**src/rtl/accel_frame_pkg.sv**
```systemverilog
// accel_frame_pkg: shared constants and types for the accelerometer frame packer.
// Optional build macro ACCEL_FRAME_SEQ_EN adds a sequence byte after the header
// (frame grows from 8 to 9 bytes).
package accel_frame_pkg;

  localparam logic [7:0] HDR_DEFAULT = 8'hA5;

`ifdef ACCEL_FRAME_SEQ_EN
  localparam int SEQ_LEN = 1;
`else
  localparam int SEQ_LEN = 0;
`endif

  localparam int FRAME_LEN = 8 + SEQ_LEN;

  typedef logic [3:0] byte_idx_t;

  // first X byte and the checksum slot
  localparam byte_idx_t DATA_IDX0 = byte_idx_t'(1 + SEQ_LEN);
  localparam byte_idx_t LAST_IDX  = byte_idx_t'(FRAME_LEN - 1);

  typedef enum logic {IDLE, SEND} state_t;

  // x in the low bits so byte n of the flattened vector is frame data byte n
  typedef struct packed {
    logic [15:0] z;
    logic [15:0] y;
    logic [15:0] x;
  } sample_t;

endpackage

```
**src/rtl/accel_frame_csum.sv**
```systemverilog
// accel_frame_csum: running XOR checksum register.
// Ports: clk/rst (sync, active-high); clear zeroes the register; load sets it
// to load_val (frame start); en folds din in. Priority: rst/clear > load > en.
module accel_frame_csum (
  input  logic       clk,
  input  logic       rst,
  input  logic       clear,
  input  logic       load,
  input  logic       en,
  input  logic [7:0] load_val,
  input  logic [7:0] din,
  output logic [7:0] csum
);

  always_ff @(posedge clk) begin
    if (rst || clear) csum <= '0;
    else if (load)    csum <= load_val;
    else if (en)      csum <= csum ^ din;
  end

endmodule

```
**src/rtl/accel_frame_packer.sv**
```systemverilog
// accel_frame_packer: captures x/y/z samples on done_read (with decimation),
// serialises them as HDR, [SEQ], X lo/hi, Y lo/hi, Z lo/hi, CSUM over a
// valid/ready byte stream. One-deep pending buffer, saturating drop counter.
// Ports: clk, rst (sync, active-high); done_read + x/y/z_axis sample input;
// tx_data/tx_valid/tx_ready byte stream; busy; drop_count.
// Macro ACCEL_FRAME_SEQ_EN: insert a per-frame sequence byte after the header.
module accel_frame_packer
  import accel_frame_pkg::*;
#(
  parameter int         DECIM    = 1,
  parameter logic [7:0] HDR_BYTE = HDR_DEFAULT
) (
  input  logic        clk,
  input  logic        rst,
  input  logic        done_read,
  input  logic [15:0] x_axis,
  input  logic [15:0] y_axis,
  input  logic [15:0] z_axis,
  output logic [7:0]  tx_data,
  input  logic        tx_ready,
  output logic        tx_valid,
  output logic        busy,
  output logic [7:0]  drop_count
);

  state_t    state, state_nxt;
  byte_idx_t idx;
  sample_t   frame_q, pend_q, smp_in;
  logic      pend_vld;
  logic [7:0] dec_cnt, csum, csum_init;
  logic [2:0] data_sel;
  logic      accept, hs, last_hs, next_frame, start;

  assign smp_in     = '{z: z_axis, y: y_axis, x: x_axis};
  assign accept     = done_read && (dec_cnt == 8'(DECIM - 1));
  assign hs         = tx_valid && tx_ready;
  assign last_hs    = hs && (idx == LAST_IDX);
  assign next_frame = accept || pend_vld;
  // new frame loads either from IDLE or back-to-back on the final handshake
  assign start      = next_frame && ((state == IDLE) || last_hs);
  assign data_sel   = 3'(idx - DATA_IDX0);

  // state register
  always_ff @(posedge clk) begin
    if (rst) state <= IDLE;
    else     state <= state_nxt;
  end

  // next-state logic
  always_comb begin
    state_nxt = state;
    case (state)
      IDLE: if (next_frame) state_nxt = SEND;
      SEND: if (last_hs && !next_frame) state_nxt = IDLE;
      default: state_nxt = IDLE;
    endcase
  end

`ifdef ACCEL_FRAME_SEQ_EN
  logic [7:0] seq_q;

  always_ff @(posedge clk) begin
    if (rst)          seq_q <= '0;
    else if (last_hs) seq_q <= seq_q + 8'd1;
  end

  // a back-to-back frame starts on the edge that bumps seq_q
  assign csum_init = last_hs ? seq_q + 8'd1 : seq_q;
`else
  assign csum_init = 8'h00;
`endif

  // outputs
  always_comb begin
    tx_valid = (state == SEND);
    busy     = (state != IDLE) || pend_vld;
    tx_data  = '0;
    if (state == SEND) begin
      if (idx == '0)            tx_data = HDR_BYTE;
      else if (idx == LAST_IDX) tx_data = csum;
`ifdef ACCEL_FRAME_SEQ_EN
      else if (idx == 4'd1)     tx_data = seq_q;
`endif
      else                      tx_data = frame_q[{data_sel, 3'b000} +: 8];
    end
  end

  // datapath: decimation, byte index, frame/pending capture, drop accounting
  always_ff @(posedge clk) begin
    if (rst) begin
      dec_cnt    <= '0;
      idx        <= '0;
      frame_q    <= '0;
      pend_q     <= '0;
      pend_vld   <= 1'b0;
      drop_count <= '0;
    end else begin
      if (done_read) dec_cnt <= accept ? 8'd0 : dec_cnt + 8'd1;
      if (hs)        idx     <= last_hs ? byte_idx_t'(0) : idx + byte_idx_t'(1);
      if (start) begin
        // a capture on the final handshake is newer than pending, so it wins
        frame_q  <= accept ? smp_in : pend_q;
        pend_vld <= 1'b0;
        if (accept && pend_vld && drop_count != 8'hFF) drop_count <= drop_count + 8'd1;
      end else if (accept) begin
        pend_q   <= smp_in;
        pend_vld <= 1'b1;
        if (pend_vld && drop_count != 8'hFF) drop_count <= drop_count + 8'd1;
      end
    end
  end

  // checksum accumulates data bytes as they go out; ready when idx hits LAST_IDX
  accel_frame_csum u_csum (
    .clk      (clk),
    .rst      (rst),
    .clear    (last_hs && !next_frame),
    .load     (start),
    .en       (hs && (idx >= DATA_IDX0) && (idx < LAST_IDX)),
    .load_val (csum_init),
    .din      (tx_data),
    .csum     (csum)
  );

endmodule

```
**config.mk**
```make
export PLATFORM = sky130hd
export DESIGN_NAME = accel_frame_packer
export DESIGN_NICKNAME = d
export VERILOG_FILES = /design/src/rtl/accel_frame_pkg.sv /design/src/rtl/accel_frame_csum.sv /design/src/rtl/accel_frame_packer.sv
export SDC_FILE = /design/constraint.sdc
export NUM_CORES = 1
export LEC_CHECK = 0
export BUFFER_PORTS_ARGS = -buffer_cell sky130_fd_sc_hd__buf_2
export CAP_MARGIN = 20
export CELL_PAD_IN_SITES_DETAIL_PLACEMENT = 0
export CELL_PAD_IN_SITES_GLOBAL_PLACEMENT = 1
export CORE_MARGIN = 4
export CORE_UTILIZATION = 25
export DETAILED_ROUTE_END_ITERATION = 8
export GPL_TIMING_DRIVEN = 0
export PLACE_DENSITY_LB_ADDON = 0.1
export SYNTH_ARGS = -nofsm -noshare
export SYNTH_HDL_FRONTEND = slang
export SYNTH_SLANG_ARGS = --single-unit
```
**constraint.sdc**
```tcl
create_clock -name clk -period 5.8 [get_ports clk]
set_clock_uncertainty 0.05 [all_clocks]
set_input_delay 1.16 -clock clk [delete_from_list [all_inputs] [get_ports clk]]
set_output_delay 1.16 -clock clk [all_outputs]
set_load 0.03 [all_outputs]
```
[Word-level counts from Yosys, hierarchy flattened]
Index checks and enable logic that the tools add are counted.
Word-level totals
  input port bits: 52
  register bits: 126
  word-level logic and storage cells: 59
Operators by class
  mux-type cells: 13
  bitwise logic cells: 2
  shifts and indexed selects: 1
  $lt $le $gt $ge: 2
  equal/unequal tests: 3
  reduce and logical (&&, ||, !) cells: 22
  add/sub/neg operators: 4
Operators with widths (count)
  $mux 8: 8
  $mux 48: 1
  $shiftx 48x7->8: 1
  $add 8x1->8 const B: 2
  $logic_and 1x1->1: 10
  $logic_not 8->1: 1
  $ne 8x8->1 const B: 1
  $xor 8x8->8: 1
  $add 4x1->4 const B: 1
  $eq 4x3->1 const B: 1
  $ge 4x1->1 const B: 1
  $logic_not 4->1: 1
  $logic_or 1x1->1: 4
  $lt 4x3->1 const B: 1
  $mux 4: 1
  $reduce_bool 2->1: 2
  $reduce_or 2->1: 2
  $reduce_and 3->1: 1
  $sub 3x1->3 const B: 1
  $mux 1: 2
  $ne 2x1->1 const B: 1
  $pmux 1 s2: 1
  $logic_not 1->1: 1
  $not 1->1: 1

[Depth between registers and ports, before layout]
Gate-level depths: netlist of the first run.
  depth after elaboration: 7
  depth in mapped cells: 11

[Cells and area by module]
Synthesis of the first run repeated with hierarchy kept, for this count alone.
Second synthesis, totals
  cell total of the unflattened synthesis: 616
  area total of the unflattened synthesis: 6262.3 um^2
By module, submodules not included
  accel_frame_packer: cells an instance 571, area each 5816.8 um^2, instances 1
  accel_frame_csum: cells an instance 45, area each 445.4 um^2, instances 1

[Least setup slack after synthesis of the first run]
No wires, ideal clock.
  kind: flip-flop to output port
  start point: register idx[0]
  end point: output tx_data[1]
  slack: 2139 ps
  data arrival time: 2451 ps
  cell stages (with the launch flop): 9
  path buffers: 3
  required time: 4590 ps
  cell sequence: dfxtp_1 -> buf_4 -> buf_4 -> inv_1 -> ha_1 -> xnor2_1 -> clkbuf_1 -> a22oi_1 -> a211oi_1
On the way
  longest elaborated chain between the ends: 5
  elaborated cells between the ends (all ways): 7
  those cells by class: add/sub (1); eq/ne (1); shift (1); mux (3); reduce/logical (1)
Ends and longest elaborated chain
  start, declared: RTL line accel_frame_packer.sv:27  | byte_idx_t idx;
  start signal, assigned: RTL line accel_frame_packer.sv:99  | if (hs) idx <= last_hs ? byte_idx_t'(0) : idx + byte_idx_t'(1);
  $sub 3x1->3: RTL line accel_frame_packer.sv:41  | assign data_sel = 3'(idx - DATA_IDX0);
  $shiftx 48x7->8: RTL line accel_frame_packer.sv:84  | else tx_data = frame_q[{data_sel, 3'b000} +: 8];
  $mux 8: RTL line accel_frame_packer.sv:80  | else if (idx == LAST_IDX) tx_data = csum;
  $mux 8 *: RTL line accel_frame_packer.sv:79  | if (idx == '0) tx_data = HDR_BYTE;
  $mux 8 *: RTL line accel_frame_packer.sv:78  | if (state == SEND) begin
  end, declared: RTL line accel_frame_packer.sv:19  | output logic [7:0] tx_data,
Mark *: on every way between the ends. The rest lies on a longest branch, timed or not.

[Worst setup path in the final report of the first run]
  start point: register idx[0]
  end point: output tx_data[2]
Same word-level chain as after synthesis.

==> run summary, run 1 <==
Status = complete, no violations
Hold WC Path Type = flop to flop
Crit-path max FO = 10
Family with the most delay on the worst path = buffers and inverters
Syn avg cell area = 8.31 sq um
Clk pin slew, worst setup/hold paths = 0.06 ns
DRC = 0
First-pass GRT wire length = 30100 um
Max Slew Vio Count = 0
DR vias/cell = 4.76
# IOs = 70
R2R depth = 11
Design area = 7040 sq um
Sum Neg Setup Slack = 0 ns
Flop2flop setup slack = 2.96 ns
DRT antenna net count = 0
Post-synth top cells = nand2_1 (206), dfxtp_1 (126), nor2_1 (74)
Post-Syn Area = 5770 sq um
Final setup violation count = 0
Hold Startpoint = pend_q[17]
Fin util = 0.311
Synth area leader = dfxtp_1
IO buf count = 68
Area growth, synth to finish = 22.1%
Routed len/inst = 17.7 um
H-tree lvl count = 4
Logic pwr share = 0.151
Worst VDD drop = 0.164 mV
Clk sinks = 126
Minimum clock period after layout = 4.25 ns
Clock tree from TritonCTS = yes
Simple-Gate Fraction of Synth Area = 0.234
RSZ-0062 raised after global routing = false
Crit path largest cell delay = 0.39 ns
Final period util = 0.733
Worst setup SP type = flop
Synth Area in Adders = 0.0130
Post-synthesis compound-gate area fraction = 0.180
Worst slew pin tran = 0.815 ns
Iteration-0 DRC Markers = 333
Initial antenna violation count = 1
Hold Violations, Final = 0
Main combinational cell family by area after synthesis = simple AND/OR/NAND/NOR gates
Root Buffer = clkbuf_16
Crit path required time = 4.59 ns
Area contributors post-synth = dfxtp_1 (44%), nand2_1 (13%), a21oi_1 (5.0%), nor2_1 (4.8%), a311oi_2 (4.7%)
Post-CTS setup buffers = 0
Sequential power share = 0.402
R2R Path Start = idx[0]
Max-slew headroom at the worst pin = 0.457
Slowest-stage cell, CP = mux4_2
Synth Flop Type = dfxtp_1
Die ar. = 25600 sq um
Post-synthesis mux area share = 0.0497
Gpl congestion = 0.748
Detail Placement HPWL = 13900 um
Crit end category = output pin
Int Pwr = 1.74 mW
Kind of critical path = flop to output pin
Num CTS Buffers = 17
Number of synthesized flops with an enable pin = 0
Fmax = 235 MHz
Resized Gates After CTS = 0
Largest net degree at the start of global routing = 17
Hold EP = pend_q[17]
Clk_lat worst skew = 0.42 ns
Yosys reg bits = 126
MaxCap Viol Count = 0
Hold_buf cts = 0
Nets@finish = 839
Net Sw Frac = 0.275
Post-Synth XOR/XNOR Area = 0.0304
DR vias = 5134
Lkg Pwr = 2.52 nW
Crit path arrival time = 3.04 ns
Final wirelength = 19100 um
CP Cell Sequence = buf_4 > buf_4 > inv_1 > ha_1 > buf_2 > buf_2 > mux4_2 > nand2_1 > a31oi_1 > buf_2
Die height = 160 um
Most numerous cell in the Yosys netlist = nand2_1
Starting Density = 0.255
Synthesized instance count = 694
Synth warn = 0
Maximum root-to-sink buffer count = 2
Async S/R FF share, synth = 0
Non-Filler Instances = 1079
Register area share after synthesis = 0.437
Number of global-route vias before repair = 5380
Placed cell areas = 6470 sq um
GRT Overall Usage = 0.152
Setup crit start = idx[0]
Detailed Routing Iterations Pass 1 = 5
CORE AREA = 22600 sq um
Synth Net Count = 752
Pwr Density = 341 nW/um^2
Die W = 160 um
Clock share of power = 0.447
Placed insts = 1047
FP Rows = 55
Grt ovf = 0
Overall Power = 2.40 mW
Layout cells sized above 1 = 0.204
Synth unique cells = 44
Top cell by count, worst path = buf_2
Crit path buf inv count = 6
Synth top area share = 0.437
Hold path depth = 2
RR Endpoint = u_csum.csum[5]
Switching power = 660 uW
## cells by family (layout without fill, tap and decap cells)
| kind of cell | after synthesis | in the layout |
|---|---|---|
| AOI/OAI and AO/OA | 138 | 138 |
| xor gates and xnor gates | 20 | 20 |
| adders and majority gates | 6 | 6 |
| buffers and inverters | 60 | 159 |
| DFF | 126 | 126 |
| muxes | 18 | 18 |
| other | 0 | 1 |
| and+or+nand+nor | 326 | 326 |
## power groups by stage
| stage | registers [mW] | clock network (mW) | logic [mW] |
|---|---|---|---|
| final | 0.965 | 1.07 | 0.363 |
| after global routing | 0.972 | 1.14 | 0.405 |
| after CTS | 0.967 | 1.10 | 0.369 |
| after detailed placement | 0.986 | 0 | 0.367 |
| after global placement | 0.985 | 0 | 0.367 |
| after floorplan | 0.967 | 0 | 0.249 |
## cells in the final DEF, fill, tap and decap left out, drive strengths merged, types with 11 or more instances in the layout
cell    count
dfxtp     126
nor3       11
o21ai      12
a311oi     48
nand3      12
buf        98
clkbuf     46
xnor2      14
a21oi      58
nand2     206
nor2       74
## metrics by stage
stage,hold slack [ns],setup WS (ns)
after floorplan,0.387,2.14
after global placement,0.393,1.97
after detailed placement,0.397,1.97
after CTS,0.405,1.51
after global routing,0.418,1.34
final,0.405,1.55
## worst register-to-register path: cells and delay by family (launching register included)
family | cells | cell delay (ns)
AND/OR/NAND/NOR | 2 | 0.18
AO/OA/AOI/OAI | 1 | 0.10
XOR/XNOR | 1 | 0.17
multiplexers | 1 | 0.38
buffers and inverters | 5 | 1.19
adder cells (fa/ha/maj) | 1 | 0.27
flip-flops | 1 | 0.37
## cell type report
type | instances | area (sq um)
inverters | 7 | 26.3
diodes | 1 | 2.50
clock inverters | 8 | 115
plain buffers | 53 | 297
repair buffers | 68 | 340
well taps | 285 | 357
clock buffers | 23 | 458
flip-flops and latches | 126 | 2520
fillers | 2418 | 15600
multi-input cells | 508 | 2920
## worst max-delay path by stage
stage | cells after the start | end
global route | 10 | tx_data[2]
CTS | 10 | tx_data[5]
finish | 10 | tx_data[2]
detailed placement | 10 | tx_data[5]
global placement | 10 | tx_data[5]
floorplan | 8 | tx_data[1]
## flip-flops by register name, summed over array words and instances (netlist names)
| name | cells |
|---|---|
| pend_q | 48 |
| dec_cnt | 8 |
| idx | 4 |
| drop_count | 8 |
| pend_vld | 1 |
| u_csum.csum | 8 |
| frame_q | 48 |
| tx_valid | 1 |
## metal layers
| layer | wire length [um] | global-route usage | part of all wire | vias up |
|---|---|---|---|---|
| li1 | - | - | - | 2574 |
| met3 | 575 | 0.0335 | 0.030 | 6 |
| met2 | 9130 | 0.254 | 0.48 | 84 |
| met1 | 9220 | 0.199 | 0.48 | 2470 |
| met4 | 147 | 0.0434 | 0.0077 | 0 |
| met5 | 0 | 0 | 0 | - |
Note: power is estimated with default switching activity, not from simulation.
==> inputs of run 2 (changes only) <==
- ABC_AREA: default -> 1
- clock period: 5.8 -> 4.3 ns (I/O delays scaled with it)
==> run summary, run 2 <==
Status = complete, no violations
# IOs = 70 (unchanged)
Lkg Pwr = 3.48 nW (+38%)
Synth unique cells = 33 (-25%)
Largest regs = frame_q: 48 flops, pend_q: 48 flops
Sum Neg Setup Slack = 0 ns (unchanged)
Final setup violation count = 0 (unchanged)
Crit path required time = 3.39 ns (-1.20 ns)
Post-synthesis compound-gate area fraction = 0.160 (-0.0207)
Most common cell after layout, fill and taps aside = nand2_1
CP Cell Sequence = inv_1 > clkbuf_1 > ha_1 > inv_1 > buf_2 > nor2_1 > o21ai_0 > nand2_1 > nand2_1 > a21boi_0 > buf_2
First-pass GRT wire length = 31400 um (+4.6%)
Num CTS Buffers = 17 (unchanged)
Simple-Gate Fraction of Synth Area = 0.300 (+0.0663)
GRT Overall Usage = 0.150 (-0.00260)
Max-slew headroom at the worst pin = 0.502 (+0.0449)
Number of synthesized flops with an enable pin = 0 (unchanged)
RR Endpoint = u_csum.csum[5]
Slowest-stage cell, CP = ha_1
Synth Net Count = 1003 (+33%)
Final period util = 0.913
Grt ovf = 0 (unchanged)
Post-synth top cells = nand2_1 (261), nor2_1 (144), dfxtp_1 (126)
Hold Violations, Final = 0 (unchanged)
Setup WS post-layout = 0.375 ns (-1.17 ns)
Hold Startpoint = frame_q[3]
Crit-path max FO = 10 (unchanged)
Hold path depth = 2 (unchanged)
Maximum root-to-sink buffer count = 2 (unchanged)
FP Rows = 57 (+3.6%)
Post-Syn Area = 6200 sq um (+7.4%)
Hold WC Path Type = flop to flop
R2R depth = 14 (+3)
Post-synthesis mux area share = 0 (-0.0497)
Hold EP = frame_q[3]
Hold_buf cts = 0 (unchanged)
Main combinational cell family by area after synthesis = simple AND/OR/NAND/NOR gates
Fin util = 0.312 (+0.000546)
Most frequent cells in the layout = nand2_1 (261), nor2_1 (144), dfxtp_1 (126)
Post-Synth XOR/XNOR Area = 0.0113 (-0.0191)
Synth warn = 0 (unchanged)
Synth Area in Adders = 0.0121 (-0.000896)
Synth Flop Type = dfxtp_1
DRT antenna net count = 0 (unchanged)
Detailed Routing Iterations Pass 1 = 4 (-1)
Clk_lat worst skew = 0.42 ns (about the same)
Async S/R FF share, synth = 0 (unchanged)
Worst setup SP type = flop
Fmax = 255 MHz
MaxCap Viol Count = 0 (unchanged)
Pwr Density = 477 nW/um^2 (+40%)
Layout cells sized above 1 = 0.137 (-0.0676)
Syn avg cell area = 6.56 sq um (-21%)
Design area = 7580 sq um (+7.6%)
Initial antenna violation count = 0 (-1)
Die height = 165 um (+3.5%)
Nets@finish = 1091 (+30%)
Area growth, synth to finish = 22.3%
Yosys reg bits = 126 (unchanged)
RSZ-0062 raised after global routing = false
Max Slew Vio Count = 0 (unchanged)
Detail Placement HPWL = 14700 um (+5.6%)
Clk pin slew, worst setup/hold paths = 0.06 ns (about the same)
Crit path largest cell delay = 0.49 ns (+0.10 ns)
Worst slew pin tran = 0.747 ns (-0.0674 ns)
R2R Path Start = idx[0]
Root Buffer = clkbuf_16
Synth top area share = 0.407 (-0.0301)
Register area share after synthesis = 0.407 (-0.0301)
Ant. Diodes = 0 (-1)
Worst VDD drop = 0.179 mV (+9.6%)
Placed cell areas = 6950 sq um (+7.4%)
Synth area leader = dfxtp_1
Final wirelength = 19500 um (+2.0%)
Largest net degree at the start of global routing = 17 (unchanged)
Minimum clock period after layout = 3.93 ns
DRC = 0 (unchanged)
Routed len/inst = 14.2 um (-20%)
IO buf count = 69 (+1.5%)
Crit path arrival time = 3.02 ns (-0.02 ns)
Number of global-route vias before repair = 5799 (+7.8%)
DR vias/cell = 4.25 (-11%)
Gpl congestion = 0.780 (+4.3%)
DR vias = 5829 (+14%)
Area contributors post-synth = dfxtp_1 (41%), nand2_1 (16%), nor2_1 (8.7%), o21ai_0 (7.3%), a21oi_1 (6.1%)
CORE AREA = 24300 sq um (+7.4%)
Die W = 165 um (+3.5%)
Hold WS = 0.430 ns (+0.0253 ns)
Synthesized instance count = 945 (+36%)
Clk sinks = 126 (unchanged)
Crit end category = output pin
Kind of critical path = flop to output pin
Die ar. = 27400 sq um (+7.0%)
Iteration-0 DRC Markers = 261 (-22%)
Starting Density = 0.255 (about the same)
DP Worst Slack = 0.625 ns (-1.34 ns)
Most numerous cell in the Yosys netlist = nand2_1
Flop2flop setup slack = 1.62 ns (-1.34 ns)
H-tree lvl count = 4 (unchanged)
Clock tree from TritonCTS = yes
==> run 2: cell count changes after synthesis, moves of 18 or more <==
cell,before,now
nand2_1,206,261
o21ai_0,11,90
a21oi_1,58,76
inv_1,7,97
a311oi_2,18,0
a311oi_1,30,0
nor2_1,74,144
==> run 2: how the worst max path moves through the flow <==
stage	start	end	slack, ns
after floorplan	idx[0]	tx_data[1]	1.06
after global placement	idx[0]	tx_data[1]	0.70
after detailed placement	idx[0]	tx_data[1]	0.63
after CTS	idx[0]	tx_data[1]	0.16
after global routing	idx[0]	tx_data[1]	0.04
final	idx[0]	tx_data[1]	0.37
==> run 2: area by class of cell <==
| type | instances | area, sq um |
|---|---|---|
| repair buffers | 69 | 345 |
| clock inverters | 13 | 176 |
| multi-input cells | 668 | 2990 |
| flip-flops and latches | 126 | 2520 |
| plain buffers | 50 | 303 |
| fillers | 2760 | 16700 |
| inverters | 101 | 380 |
| well taps | 324 | 405 |
| clock buffers | 19 | 453 |
==> run 2: stage by stage <==
stage	cells	total power, mW
floorplan	945	1.86
global placement	1338	2.09
detailed placement	1338	2.09
CTS	1370	3.67
global route	1370	3.83
finish	1370	3.61
==> run 2: logic make-up (layout without fill, tap and decap cells) <==
group,after synthesis,after routing
DFF,126,126
adders and majority gates,6,6
and+or+nand+nor,461,461
buffers and inverters,151,252
xor gates and xnor gates,8,8
AOI/OAI and AO/OA,193,193
==> run 2: worst max-delay path: cells and delay by family, from the launching register on <==
| family | cells | cell delay (ns) |
|---|---|---|
| buffers and inverters | 5 | 1.01 |
| adder cells (fa/ha/maj) | 1 | 0.49 |
| flip-flops | 1 | 0.43 |
| AO/OA/AOI/OAI | 2 | 0.35 |
| AND/OR/NAND/NOR | 3 | 0.32 |
==> run 2: repair_timing <==
action | 4_1_cts | 5_1_grt
setup buffers | 0 | 0
gates resized for setup | 0 | 2
setup endpoints to repair | 0 | 3
==> run 2: where the power goes <==
| group | switching, mW | internal [mW] |
|---|---|---|
| combinational | 0.455 | 0.230 |
| clock | 0.603 | 0.958 |
| sequential | 0.0652 | 1.30 |
| total | 1.12 | 2.49 |
==> run 2: metal layers <==
layer	GRT usage	share of wire
met5	0	0
met4	0.0371	0.012
met3	0.0310	0.026
met2	0.238	0.45
met1	0.208	0.51
==> inputs of run 3 (changes only) <==
- CORE_ASPECT_RATIO: default -> 0.7
- CORE_UTILIZATION: 25 -> 30
==> run summary, run 3 (synthesis results as in run 2) <==
Status = complete, no violations
IO buf count = 69 (unchanged)
Setup WS post-layout = 0.416 ns (+0.0408 ns)
Worst VDD drop = 0.228 mV (+27%)
Grt ovf = 0 (unchanged)
DR vias/cell = 4.47 (+5.0%)
Lkg Pwr = 3.46 nW (-0.46%)
DR vias = 5878 (+0.84%)
Die W = 180 um (+8.7%)
Layout cells sized above 1 = 0.134 (-0.00287)
Starting Density = 0.309 (+0.0540)
Clk_lat worst skew = 0.43 ns (about the same)
Final setup violation count = 0 (unchanged)
Pwr Density = 474 nW/um^2 (-0.56%)
Hold WC Path Type = flop to flop
Maximum root-to-sink buffer count = 2 (unchanged)
DRT antenna net count = 0 (unchanged)
Nets@finish = 1091 (unchanged)
DRC = 0 (unchanged)
Area growth, synth to finish = 20.8%
Post-CTS setup buffers = 0 (unchanged)
Clock tree from TritonCTS = yes
Kind of critical path = flop to output pin
Die ar. = 23100 sq um (-16%)
Most common cell after layout, fill and taps aside = nand2_1
Detailed Routing Iterations Pass 1 = 4 (unchanged)
Gpl congestion = 0.852 (+9.3%)
Worst slew pin tran = 0.794 ns (+0.0472 ns)
Ant. Diodes = 0 (unchanged)
Die height = 128 um (-22%)
Hold_buf cts = 0 (unchanged)
Final wirelength = 19000 um (-2.6%)
RSZ-0062 raised after global routing = false
Fmax = 257 MHz (+1.1%)
Routed len/inst = 14.4 um (+1.4%)
Root Buffer = clkbuf_16
Most frequent cells in the layout = nand2_1 (261), nor2_1 (144), dfxtp_1 (126)
Crit-path max FO = 10 (unchanged)
Sum Neg Setup Slack = 0 ns (unchanged)
DP Worst Slack = 0.766 ns (+0.141 ns)
H-tree lvl count = 4 (unchanged)
Hold Violations, Final = 0 (unchanged)
Iteration-0 DRC Markers = 325 (+25%)
Largest regs = frame_q: 48 flops, pend_q: 48 flops
Max-slew headroom at the worst pin = 0.470 (-0.0315)
Resized Gates After CTS = 0 (unchanged)
Max Slew Vio Count = 0 (unchanged)
Crit end category = output pin
MaxCap Viol Count = 0 (unchanged)
R2R Path Start = idx[0]
Largest net degree at the start of global routing = 17 (unchanged)
Crit path arrival time = 2.97 ns (-0.05 ns)
First-pass GRT wire length = 30800 um (-2.2%)
Clk sinks = 126 (unchanged)
Final period util = 0.903 (-0.00950)
GRT Overall Usage = 0.169 (+0.0190)
Crit path required time = 3.39 ns (about the same)
Fill cell total of the finished layout = 2277 (-18%)
Clk pin slew, worst setup/hold paths = 0.06 ns (about the same)
FP Rows = 43 (-25%)
Worst setup SP type = flop
Num CTS Buffers = 17 (unchanged)
Minimum clock period after layout = 3.88 ns (-0.0408 ns)
CORE AREA = 20100 sq um (-17%)
Setup crit start = idx[0]
# IOs = 70 (unchanged)
Initial antenna violation count = 0 (unchanged)
Detail Placement HPWL = 14200 um (-3.3%)
Number of global-route vias before repair = 5705 (-1.6%)
Hold Startpoint = frame_q[31]
==> run 3: cell count changes in the layout (fill, tap and decap cells not counted) <==
cell	change
inv_6	-6
clkinvlp_4	+1
clkbuf_1	+3
clkinv_2	+3
clkinv_4	-1
==> run 3: per-layer routing <==
layer,part of all wire,global-route usage,vias up,wire [um]
met3,0.036,0.0386,6,690
met4,0.0054,0.0416,0,102
met1,0.57,0.261,2632,10900
met5,0,0,-,0
li1,-,-,3161,-
met2,0.38,0.233,79,7290
==> run 3: metrics by stage <==
| stage | hold slack [ns] | cells | util | instance area (sq um) | power (mW) |
|---|---|---|---|---|---|
| floorplan | 0.397 | 945 | - | 6200 | 1.86 |
| global placement | 0.413 | 1284 | 0.343 | 6880 | 2.08 |
| detailed placement | 0.422 | 1284 | 0.343 | 6880 | 2.08 |
| CTS | 0.433 | 1316 | 0.373 | 7480 | 3.59 |
| global route | 0.446 | 1316 | 0.373 | 7480 | 3.75 |
| finish | 0.430 | 1316 | 0.373 | 7480 | 3.55 |
==> run 3: cell type report <==
type | instances | area, sq um | share of cell area
buffer | 50 | 303 | 0.0405
clock buffer | 22 | 464 | 0.0620
clock inverter | 10 | 138 | 0.0184
inverter | 101 | 380 | 0.0508
multi-input combinational | 668 | 2990 | 0.400
sequential | 126 | 2520 | 0.337
tap | 270 | 338 | 0.0452
timing repair buffer | 69 | 345 | 0.0462
==> run 3: path summary, 6_finish.rpt <==
kind	cells after the start	to	slack, ns
worst max-delay path	11	tx_data[1]	0.42
worst min-delay path	2	frame_q[31]	0.43
worst max register to register	14	u_csum.csum[2]	1.65
worst min register to register	2	frame_q[31]	0.43
==> run 3: worst max-delay path: stages (launching register included) <==
cell      delay, ns
dfxtp_1        0.45
inv_1          0.13
clkbuf_1       0.26
ha_1           0.47
inv_1          0.15
buf_2          0.22
nor2_1         0.11
o21ai_0        0.13
nand2_1        0.11
nand2_1        0.07
a21boi_0       0.22
buf_2          0.24
==> run 3: where the power goes <==
| group | switching [mW] | total [mW] | internal (mW) |
|---|---|---|---|
| logic | 0.455 | 0.685 | 0.230 |
| registers | 0.0660 | 1.37 | 1.30 |
| clock network | 0.552 | 1.49 | 0.941 |
| total | 1.07 | 3.55 | 2.47 |
